**src/rtl/grid_renderer.sv**
```systemverilog
// grid_renderer: two-stage pipeline mapping VGA pixel coordinates to board-cell colours with a frame-latched cursor.
// Optional cursor blinking is built when GRID_RENDERER_CURSOR_BLINK_EN is defined; otherwise the cursor is always visible.
module grid_renderer #(
    parameter int          COLS         = 8,
    parameter int          ROWS         = 8,
    parameter int          STATE_W      = 4,
    parameter int          X_OFF        = 11,
    parameter int          Y_OFF        = 6,
    parameter int          PITCH_X      = 60,
    parameter int          PITCH_Y      = 60,
    parameter int          CELL_W       = 49,
    parameter int          CELL_H       = 49,
    parameter int          BLINK_FRAMES = 30,
    parameter logic [23:0] COLOR_BG     = 24'hffffff,
    parameter logic [23:0] COLOR_CUR    = 24'h025e33,
    parameter logic [23:0] COLOR_S0     = 24'h4a004a,
    parameter logic [23:0] COLOR_S1     = 24'hff0000,
    parameter logic [23:0] COLOR_S2     = 24'h0000ff,
    parameter logic [23:0] COLOR_SX     = 24'h4a004a
) (
    input  logic                          clk,
    input  logic                          rst_n,
    input  logic [9:0]                    x,
    input  logic [9:0]                    y,
    input  logic                          pix_valid,
    input  logic                          hsync_i,
    input  logic                          vsync_i,
    input  logic                          frame_tick,
    input  logic [$clog2(COLS)-1:0]       cur_x,
    input  logic [$clog2(ROWS)-1:0]       cur_y,
    input  logic [COLS*ROWS*STATE_W-1:0]  board,
    output logic [23:0]                   color,
    output logic                          pix_valid_o,
    output logic                          hsync_o,
    output logic                          vsync_o
);

    localparam int CX_W = $clog2(COLS);
    localparam int CY_W = $clog2(ROWS);

    if (COLS < 2 || ROWS < 2 || CELL_W > PITCH_X || CELL_H > PITCH_Y || BLINK_FRAMES < 1) begin : g_bad_params
        $error("grid_renderer: illegal parameter combination");
    end

    // Cell bounds are elaborated as 12-bit constants so the comparisons never overflow.
    function automatic logic [11:0] col_lo(input int c);
        return 12'(X_OFF + c * PITCH_X);
    endfunction

    function automatic logic [11:0] col_hi(input int c);
        return 12'(X_OFF + c * PITCH_X + CELL_W - 1);
    endfunction

    function automatic logic [11:0] row_lo(input int r);
        return 12'(Y_OFF + r * PITCH_Y);
    endfunction

    function automatic logic [11:0] row_hi(input int r);
        return 12'(Y_OFF + r * PITCH_Y + CELL_H - 1);
    endfunction

    function automatic logic [23:0] palette(input logic [STATE_W-1:0] s);
        case (int'(s))
            0:       return COLOR_S0;
            1:       return COLOR_S1;
            2:       return COLOR_S2;
            default: return COLOR_SX;
        endcase
    endfunction

    logic [11:0]           x_w;
    logic [11:0]           y_w;
    logic                  col_hit;
    logic                  row_hit;
    logic [CX_W-1:0]       col_idx;
    logic [CY_W-1:0]       row_idx;

    logic                  inside_p1;
    logic [CX_W-1:0]       col_p1;
    logic [CY_W-1:0]       row_p1;
    logic                  vld_p1;
    logic                  hsync_p1;
    logic                  vsync_p1;

    logic [23:0]           color_p2;
    logic                  vld_p2;
    logic                  hsync_p2;
    logic                  vsync_p2;

    logic [CX_W-1:0]       cur_x_lat;
    logic [CY_W-1:0]       cur_y_lat;
    logic                  cur_chg;
    logic                  blink_phase;
    logic                  cur_on;
    logic                  cursor_hit;
    logic [STATE_W-1:0]    cell_state;
    logic [23:0]           color_d;

    assign x_w = {2'b00, x};
    assign y_w = {2'b00, y};

    // Stage 0: one comparator pair per column and per row; cells never overlap.
    always_comb begin
        col_hit = 1'b0;
        col_idx = '0;
        for (int c = 0; c < COLS; c++) begin
            if (x_w >= col_lo(c) && x_w <= col_hi(c)) begin
                col_hit = 1'b1;
                col_idx = CX_W'(c);
            end
        end
    end

    always_comb begin
        row_hit = 1'b0;
        row_idx = '0;
        for (int r = 0; r < ROWS; r++) begin
            if (y_w >= row_lo(r) && y_w <= row_hi(r)) begin
                row_hit = 1'b1;
                row_idx = CY_W'(r);
            end
        end
    end

    // Stage 1: hit flags, cell indices, valid and syncs.
    always_ff @(posedge clk or negedge rst_n) begin
        if (!rst_n) begin
            inside_p1 <= 1'b0;
            col_p1    <= '0;
            row_p1    <= '0;
            vld_p1    <= 1'b0;
            hsync_p1  <= 1'b1;
            vsync_p1  <= 1'b1;
        end else begin
            inside_p1 <= col_hit && row_hit;
            col_p1    <= col_idx;
            row_p1    <= row_idx;
            vld_p1    <= pix_valid;
            hsync_p1  <= hsync_i;
            vsync_p1  <= vsync_i;
        end
    end

    // Cursor only moves on frame_tick so it never tears within a frame.
    assign cur_chg = (cur_x != cur_x_lat) || (cur_y != cur_y_lat);

    always_ff @(posedge clk or negedge rst_n) begin
        if (!rst_n) begin
            cur_x_lat <= '0;
            cur_y_lat <= '0;
        end else if (frame_tick && cur_chg) begin
            cur_x_lat <= cur_x;
            cur_y_lat <= cur_y;
        end
    end

`ifdef GRID_RENDERER_CURSOR_BLINK_EN
    localparam int BLINK_W = (BLINK_FRAMES > 1) ? $clog2(BLINK_FRAMES) : 1;

    logic [BLINK_W-1:0] blink_cnt;

    // A moved cursor restarts the blink cycle in the visible phase.
    always_ff @(posedge clk or negedge rst_n) begin
        if (!rst_n) begin
            blink_cnt   <= '0;
            blink_phase <= 1'b1;
        end else if (frame_tick) begin
            if (cur_chg) begin
                blink_cnt   <= '0;
                blink_phase <= 1'b1;
            end else if (blink_cnt == BLINK_W'(BLINK_FRAMES - 1)) begin
                blink_cnt   <= '0;
                blink_phase <= ~blink_phase;
            end else begin
                blink_cnt   <= blink_cnt + 1'b1;
            end
        end
    end
`else
    assign blink_phase = 1'b1;
`endif

    // Board is sampled live here; a mid-frame board write may tear the picture.
    always_comb begin
        cur_on     = blink_phase && (int'(cur_x_lat) < COLS) && (int'(cur_y_lat) < ROWS);
        cursor_hit = cur_on && (col_p1 == cur_x_lat) && (row_p1 == cur_y_lat);
        cell_state = board[(int'(col_p1) * ROWS + int'(row_p1)) * STATE_W +: STATE_W];
        if (!vld_p1) begin
            color_d = 24'h000000;
        end else if (!inside_p1) begin
            color_d = COLOR_BG;
        end else if (cursor_hit) begin
            color_d = COLOR_CUR;
        end else begin
            color_d = palette(cell_state);
        end
    end

    // Stage 2: registered colour and aligned valid/syncs.
    always_ff @(posedge clk or negedge rst_n) begin
        if (!rst_n) begin
            color_p2 <= 24'h000000;
            vld_p2   <= 1'b0;
            hsync_p2 <= 1'b1;
            vsync_p2 <= 1'b1;
        end else begin
            color_p2 <= color_d;
            vld_p2   <= vld_p1;
            hsync_p2 <= hsync_p1;
            vsync_p2 <= vsync_p1;
        end
    end

    assign color       = color_p2;
    assign pix_valid_o = vld_p2;
    assign hsync_o     = hsync_p2;
    assign vsync_o     = vsync_p2;

endmodule

```
**config.mk**
```make
export PLATFORM = sky130hd
export DESIGN_NAME = grid_renderer
export DESIGN_NICKNAME = d
export VERILOG_FILES = /design/src/rtl/grid_renderer.sv
export SDC_FILE = /design/constraint.sdc
export NUM_CORES = 1
export LEC_CHECK = 0
export CAP_MARGIN = 20
export CORE_AREA = 2 2 124 126
export DETAILED_ROUTE_END_ITERATION = 10
export DIE_AREA = 0 0 126 128
export PLACE_DENSITY = 0.66
export SYNTH_ARGS = -nofsm -noshare
export SYNTH_HDL_FRONTEND = slang
export SYNTH_SLANG_ARGS = --single-unit
```
**constraint.sdc**
```tcl
create_clock -name clk -period 2.9 [get_ports clk]
set_input_delay 0.87 -clock clk [delete_from_list [all_inputs] [get_ports clk]]
set_output_delay 0.87 -clock clk [all_outputs]
set_load 0.1 [all_outputs]
```
; After elaboration in Yosys (flattened, before gate mapping)
; Cells that the tools add are included.
[word_totals]
ff_bits = 43
in_bits = 288
out_inout_bits = 27
word_cells = 106
[op_classes]
add_sub_neg = 1
n_lt_le_gt_ge = 32
n_eq_ne = 6
shifts = 1
n_mux = 34
n_reduce_logical = 20
[op_table]
columns = operator, n
row1 = variable part select 256 x 10 -> 4 bit, 1
row2 = "<= comparator 10 x 9 -> 1 bit, second input constant", 8
row3 = 2-to-1 mux 24 bit, 3
row4 = "greater-or-equal comparator 10 x 9 -> 1 bit, second input constant", 6
row5 = "greater-or-equal comparator 10 x 8 -> 1 bit, second input constant", 5
row6 = one-hot mux 24 bit (2 select lines), 1
row7 = "<= comparator 10 x 8 -> 1 bit, second input constant", 4
row8 = "greater-or-equal comparator 10 x 7 -> 1 bit, second input constant", 3
row9 = 2-to-1 mux 3 bit, 10
row10 = "<= comparator 10 x 6 -> 1 bit, second input constant", 2
row11 = "<= comparator 10 x 7 -> 1 bit, second input constant", 2
row12 = logical AND 1 bit, 19
row13 = 2-to-1 mux 1 bit, 18
row14 = "greater-or-equal comparator 10 x 3 -> 1 bit, second input constant", 1
row15 = "greater-or-equal comparator 10 x 4 -> 1 bit, second input constant", 1
row16 = adder 6 x 3 -> 7 bit, 1
row17 = equality test 3 bit, 2
row18 = inequality test 3 bit, 2
row19 = "equality test 4 x 1 -> 1 bit, second input constant", 1
row20 = "equality test 4 x 2 -> 1 bit, second input constant", 1
row21 = 2-to-1 mux 2 bit, 2
row22 = logical OR 1 bit, 1

; Depth between registers and ports, before layout
; Gate-level depths: netlist of run 1.
[depth]
depth_word = 11
mapped_depth = 12
depth_no_buf = 7

; Least setup slack after synthesis of run 1
; OpenSTA, ideal clock, no wires.
[synth_timing]
path_type = input to register
start = input port board[253]
end = register color_p2[1], in the netlist color[1]
setup_ns = 0.124
t_arrival_ns = 2.530
required_ns = 2.776
path_slack_ns = 0.246
stages = 7
n_path_buf = 0
path_cell_list = mux4_2 > mux2_2 > o221a_1 > nor2_1 > o21ai_0 > or2_2 > o31a_1
[synth_between]
elab_chain_cells = 6
word_cells_on_any_way = 7
cone_classes = eq/ne (2) / shift (1) / mux (4)
[synth_rtl]
columns = element, line_no
row1 = start: declaration, 31  ; input logic [COLS*ROWS*STATE_W-1:0] board,
row2 = variable part select 256 x 10 -> 4 bit (*), 187  ; cell_state = board[(int'(col_p1) * ROWS + int'(row_p1)) * STATE_W +: STATE_W];
row3 = equality test 4 x 2 -> 1 bit / equality test 4 x 1 -> 1 bit (equally long branches), 63  ; case (int'(s))
row4 = one-hot mux 24 bit (2 select lines) (*), 63
row5 = 2-to-1 mux 24 bit (*), 192  ; end else if (cursor_hit) begin
row6 = 2-to-1 mux 24 bit (*), 190  ; end else if (!inside_p1) begin
row7 = 2-to-1 mux 24 bit (*), 188  ; if (!vld_p1) begin
row8 = via color_d[1], 97  ; logic [23:0] color_d;
row9 = end signal: assignment, 207  ; color_p2 <= color_d;
row10 = end: declaration, 85  ; logic [23:0] color_p2;
; Mark *: on every way through the listed nets, which the timed path passes. The rest lies on a longest branch.
; A chain may end at the register's enable or synchronous reset.

; Worst setup path after layout of run 1
[layout_timing]
start = input port board[178]
end = register color_p2[21], in the netlist color[21]
[layout_between]
elab_chain_cells = 6
word_cells_on_any_way = 7
cone_classes = eq/ne (2) / shift (1) / mux (4)
[layout_rtl]
columns = element, line_no
row1 = variable part select 256 x 10 -> 4 bit (*), 187
row2 = equality test 4 x 2 -> 1 bit / equality test 4 x 1 -> 1 bit (equally long branches), 63
row3 = one-hot mux 24 bit (2 select lines) (*), 63
row4 = 2-to-1 mux 24 bit (*), 192
row5 = 2-to-1 mux 24 bit (*), 190
row6 = 2-to-1 mux 24 bit (*), 188
; Mark *: on every way between the ends. The rest lies on a longest branch, timed or not.

==> results of run 1 <==
[through the flow]
stage	setup slack [ns]	power (uW)	std cells
floorplan	0.246	1310	437
global placement	-0.488	1970	954
detailed placement	-0.422	1990	954
CTS	0.000334	2370	958
global route	-0.0173	2500	964
finish	0.0813	2390	964
[sequential cells by signal (all words and copies together) (netlist names)]
signal / count
col_p1: 3
color: 9
cur_x_lat: 3
cur_y_lat: 3
hsync_o: 1
hsync_p1: 1
inside_p1: 1
pix_valid_o: 1
row_p1: 3
vld_p1: 1
vsync_o: 1
vsync_p1: 1
[power by group]
part | total (uW) | internal [uW] | switching (uW)
clock | 343 | 212 | 131
combinational | 1560 | 778 | 783
sequential | 483 | 429 | 54.4
[cell usage after synthesis (3+ instances only)]
library cell  instances
nor2b_1               7
a41oi_1               5
a211o_1               3
o31ai_1               5
a31oi_1               8
nand2_1              28
mux2_2                9
o32a_1                3
o21a_1                3
o21ai_0              20
o31a_1                4
dfrtp_1              24
dfstp_2               4
mux4_1                7
nand2b_1             15
xnor2_1               4
a22oi_1               3
mux4_2               27
buf_4                16
a21oi_1              13
or3b_2                3
nor2_1               52
or3_1                 3
nor4_1                9
mux2i_1               5
nand3_1              11
clkbuf_1             18
buf_6                 4
nor3_1               50
a211oi_1              5
a2111oi_0             4
nand4_1               7
buf_2                 9
inv_1                 6
or2_2                 4
[what timing repair did]
| action | in CTS | in global routing |
|---|---|---|
| endpoints found under the setup margin | 7 | 8 |
| buffers inserted | 1 | 4 |
| pin swaps | 14 | 27 |
| gates resized for setup | 24 | 82 |
[final cells by class]
type | count | area, um2
multi-input combinational | 353 | 2880
fill | 1394 | 7160
clock buffer | 4 | 88.8
antenna | 3 | 7.51
tap | 188 | 235
inverter | 6 | 22.5
timing repair buffer | 382 | 3760
sequential | 28 | 712
[logic make-up after synthesis]
family,synth area share (%)
AND/OR/NAND/NOR,26.5
AO/OA/AOI/OAI,19.7
buffers and inverters,8.58
multiplexers,25.1
flip-flops,18.8
XOR/XNOR,1.40
[layer usage]
layer | vias up | global-route usage [%] | share of wire [%]
li1 | 2358 | - | -
met1 | 2348 | 25.9 | 39
met2 | 240 | 41.9 | 52
met3 | 33 | 3.26 | 6.5
met4 | 0 | 6.92 | 2.3
met5 | - | 0 | 0
[how the worst min path moves through the flow]
stage	from	endpoint	slack [ns]	depth (start not counted)
2_1_floorplan	hsync_p1	hsync_o	0.35	0
3_3_place_gp	vsync_p1	vsync_o	0.35	0
3_5_place_dp	vsync_p1	vsync_o	0.35	0
4_1_cts	vsync_p1	vsync_o	0.36	0
5_1_grt	vsync_p1	vsync_o	0.37	0
6_report	vsync_p1	vsync_o	0.36	0
[critical path: stages]
cell and delay, ns:
clkdlybuf4s50_1 0.40, or3_1 0.34, nand4_1 0.13, a41oi_1 0.12, or4_4 0.56, nand4b_4 0.11
o211ai_4 0.13, o41ai_2 0.32
==> flow_summary_export.csv, run 1 <==
group,metric,value,unit
synthesis,yosysTopAreaCell,"mux4_2",
final_layout,layout.nets,1062,
critical_path,worstSetupStartpointType,"input port",
placement,place.gp.congestion,0.899,
final_layout,syn2layout_area_growth,105,%
sta,fmax,0.355,GHz
sta,drv_slew,0,
critical_path,rr_worst_depth,8,
drt,vias,4979,
power,p_leak,0.00331,uW
die,die-area,0.0161,mm2
synthesis,synth_edf_count,0,
die,rows,45,
die,start_util,25.3,%
cts,cts.reportedPaths.clkPinSlew,0.07,ns
die,die_w,126,um
synthesis,yosysTopAreaCellShare,16.2,%
synthesis,synth_area,0.00376,mm2
final_layout,drive_gt1_share,24.3,%
cts,ctsHoldBuffers,0,
critical_path,cp.arrival,2.98,ns
synthesis,synth_top_flop_cell,"dfrtp_1",
grt,grt_pass1_wl,28300,um
grt,grt_max_degree,29,
sta,holdWs,0.359,ns
synthesis,syn_avg_cell_area,8.61,um2
grt,antenna_found_initial,3,
final_layout,final_cell_mix,"clkdlybuf4s50_1, buf_4, dlymetal6s2s_1, nor2_1, nor3_1",
drt,viasPerCell,5.16,
cts,cts_root_buf,"clkbuf_16",
synthesis,synth-seq-cells,28,
die,io_pins,315,
die,core-area,0.0149,mm2
grt,grt_pass1_vias,5279,
final_layout,final_util,51.8,%
critical_path,reg2reg_to,"color[6]",
power,vdd_drop_max,0.228,mV
synthesis,yosysSeqAreaShare,18.8,%
grt,grt_overflow,0,
placement,dpl-instance-area,0.00731,mm2
drt,drt-initial-drc-count,254,
sta,period_minus_slack,2.82,ns
final_layout,fin_area,0.00770,mm2
outcome,status,"finished, final reports clean",
synthesis,yosys_warnings,0,
cts,cts_tree,"built",
final_layout,layout_commonest_cell,"clkdlybuf4s50_1",
die,die_h,128,um
synthesis,ys_async_sr_fraction,100,%
drt,final_antenna_net_count,0,
min_path,hp-class,"flip-flop to flip-flop",
critical_path,cp-end-kind,"flip-flop",
critical_path,r2r_slack,0.14,ns
grt,grt_use_total,22.2,%
sta,slew_headroom,58.4,%
critical_path,crit-reg2reg-launch,"row_p1[1]",
drt,drc_errors,0,
sta,finalHoldViolCount,0,
critical_path,worstPathRequired,3.06,ns
cts,htree_levels,1,
cts,clk_latency,0.26,ns
synthesis,synthTopCellsByArea,"mux4_2, dfrtp_1, nor3_1",
drt,routedWlPerCell,19.7,um
placement,io_buffer_count,314,
synthesis,synth_cell_types,62,
cts,cts.sinks,28,
power,p_per_area,310,mW/mm2
cts,clock_path_buffers,2,
placement,dp_hpwl,16100,um
critical_path,path_class,"input port to flip-flop",
synthesis,synth_cells,437,
drt,wirelength,19000,um
synthesis,syn_nets,725,
sta,finalSetupViolations,0,
critical_path,critPathMaxFanout,7,
cts,cts_buffers,3,
sta,fin_tns_setup,0,ns
run,maxCapViolCount,0,
drt,drtPass1Iterations,4,
critical_path,cp-endpoint,"color[21]",
sta,timing.final.crit_share,97.2,%
sta,tightest_slew,0.619,ns
sta,finClkSkew,0.00337,ns
critical_path,startpoint,"board[178]",
Note: power is estimated with default switching activity, not from simulation.
==> run 2: changes to the inputs <==
Settings changed: CORE_AREA 2 2 124 126 to 2 2 122 124, CTS_BUF_LIST set to sky130_fd_sc_hd__clkbuf_2 sky130_fd_sc_hd__clkbuf_4 sky130_fd_sc_hd__clkbuf_8, DIE_AREA 0 0 126 128 to 0 0 124 126, PLACE_DENSITY 0.66 to 0.68.
==> flow_summary_export.csv, run 2 (same netlist as run 1, synthesis figures left out) <==
group,metric,value,unit
power,p_leak,0.00318,uW
outcome,status,"finished, final reports clean",
grt,grt_pass1_vias,5144,
drt,viasPerCell,5.15,
sta,slew_headroom,60.7,%
die,rows,44,
power,vdd_drop_max,0.213,mV
grt,grt_pass1_wl,27300,um
sta,finClkSkew,0.00451,ns
final_layout,drive_gt1_share,24.8,%
cts,cts.sinks,28,
drt,wirelength,19100,um
placement,dpl-instance-area,0.00723,mm2
drt,final_antenna_net_count,0,
critical_path,startpoint,"board[130]",
final_layout,fin_area,0.00765,mm2
min_path,hp-class,"flip-flop to flip-flop",
cts,cts.reportedPaths.clkPinSlew,0.09,ns
sta,tightest_slew,0.585,ns
grt,grt_use_total,22.7,%
cts,ctsHoldBuffers,0,
critical_path,rr_worst_depth,12,
grt,grt_overflow,0,
final_layout,final_cell_mix,"clkdlybuf4s50_1, buf_4, nor2_1, nor3_1, dlymetal6s2s_1",
die,core-area,0.0143,mm2
sta,holdWs,0.360,ns
critical_path,cp-endpoint,"color[21]",
cts,cts_tree,"built",
cts,htree_levels,1,
drt,drt-initial-drc-count,148,
sta,fin_tns_setup,0,ns
power,p_per_area,299,mW/mm2
die,die_w,124,um
placement,place.gp.congestion,0.883,
cts,clock_path_buffers,2,
critical_path,critPathMaxFanout,6,
drt,drc_errors,0,
grt,antenna_found_initial,2,
grt,grt_max_degree,30,
critical_path,cp-end-kind,"flip-flop",
cts,clk_latency,0.28,ns
die,die-area,0.0156,mm2
die,die_h,126,um
critical_path,crit-reg2reg-launch,"row_p1[1]",
critical_path,worstSetupStartpointType,"input port",
sta,drv_slew,0,
die,io_pins,315,
final_layout,layout_commonest_cell,"clkdlybuf4s50_1",
critical_path,reg2reg_to,"color[21]",
sta,period_minus_slack,2.88,ns
final_layout,layout.nets,1059,
die,start_util,26.3,%
critical_path,r2r_slack,0.15,ns
drt,vias,4923,
sta,timing.final.crit_share,99.4,%
critical_path,worstPathRequired,3.08,ns
sta,finalSetupViolations,0,
sta,finalHoldViolCount,0,
final_layout,final_util,53.4,%
final_layout,largest_register_ffs,9,
sta,fmax,0.347,GHz
critical_path,cp.arrival,3.06,ns
run,maxCapViolCount,0,
drt,drtPass1Iterations,5,
drt,routedWlPerCell,19.9,um
cts,cts_buffers,3,
final_layout,syn2layout_area_growth,103,%
placement,dp_hpwl,15900,um
critical_path,path_class,"input port to flip-flop",
placement,io_buffer_count,314,
cts,cts_root_buf,"clkbuf_8",
run 2: layout make-up:
| class | count | area [um2] |
|---|---|---|
| tap | 184 | 230 |
| antenna | 2 | 5.00 |
| clock buffer | 4 | 55.1 |
| fill | 1293 | 6660 |
| sequential | 28 | 709 |
| timing repair buffer | 379 | 3720 |
| multi-input combinational | 353 | 2910 |
| inverter | 6 | 22.5 |
run 2: worst min-delay path by stage:
stage,startpoint,end,slack [ns],cells after the start
3_3_place_gp,hsync_p1,hsync_o,0.35,0
4_1_cts,hsync_p1,hsync_o,0.36,0
3_5_place_dp,hsync_p1,hsync_o,0.35,0
2_1_floorplan,hsync_p1,hsync_o,0.35,0
6_report,hsync_p1,hsync_o,0.36,0
5_1_grt,hsync_p1,hsync_o,0.36,0
run 2: layer usage:
metal / global-route usage, % / share of wire (%) / vias to the layer above
li1: - / - / 2352
met1: 25.6 / 38 / 2331
met2: 42.7 / 52 / 199
met3: 3.22 / 7.3 / 41
met4: 8.06 / 3.0 / 0
met5: 0 / 0 / -
run 2: what timing repair did:
item                                    4_1_cts  5_1_grt
gates cloned                                  0        0
pin swaps                                     8       30
endpoints found under the setup margin        8        8
buffers inserted                              3        7
gates resized for setup                      13       89
run 2: critical path, cell delays in order:
cell	delay (ns)
clkdlybuf4s50_1	0.43
nor3_2	0.16
a21oi_2	0.06
a211o_1	0.34
or4_4	0.51
nand4b_4	0.11
o211ai_4	0.13
buf_6	0.14
o41ai_2	0.31
run 2: power breakdown:
| group | total [uW] | switching (uW) | internal (uW) |
|---|---|---|---|
| Clock | 243 | 122 | 122 |
| Sequential | 477 | 49.8 | 428 |
| Combinational | 1570 | 783 | 786 |
| Total | 2290 | 954 | 1340 |
run 2: metrics by stage:
step	worst slack, ns	total power [uW]	cells
final	0.0162	2290	956
after global routing	-0.00898	2410	956
after CTS	0.000726	2220	947
after detailed placement	-0.525	1950	940
after global placement	-0.414	1930	940
after floorplan	0.246	1310	437
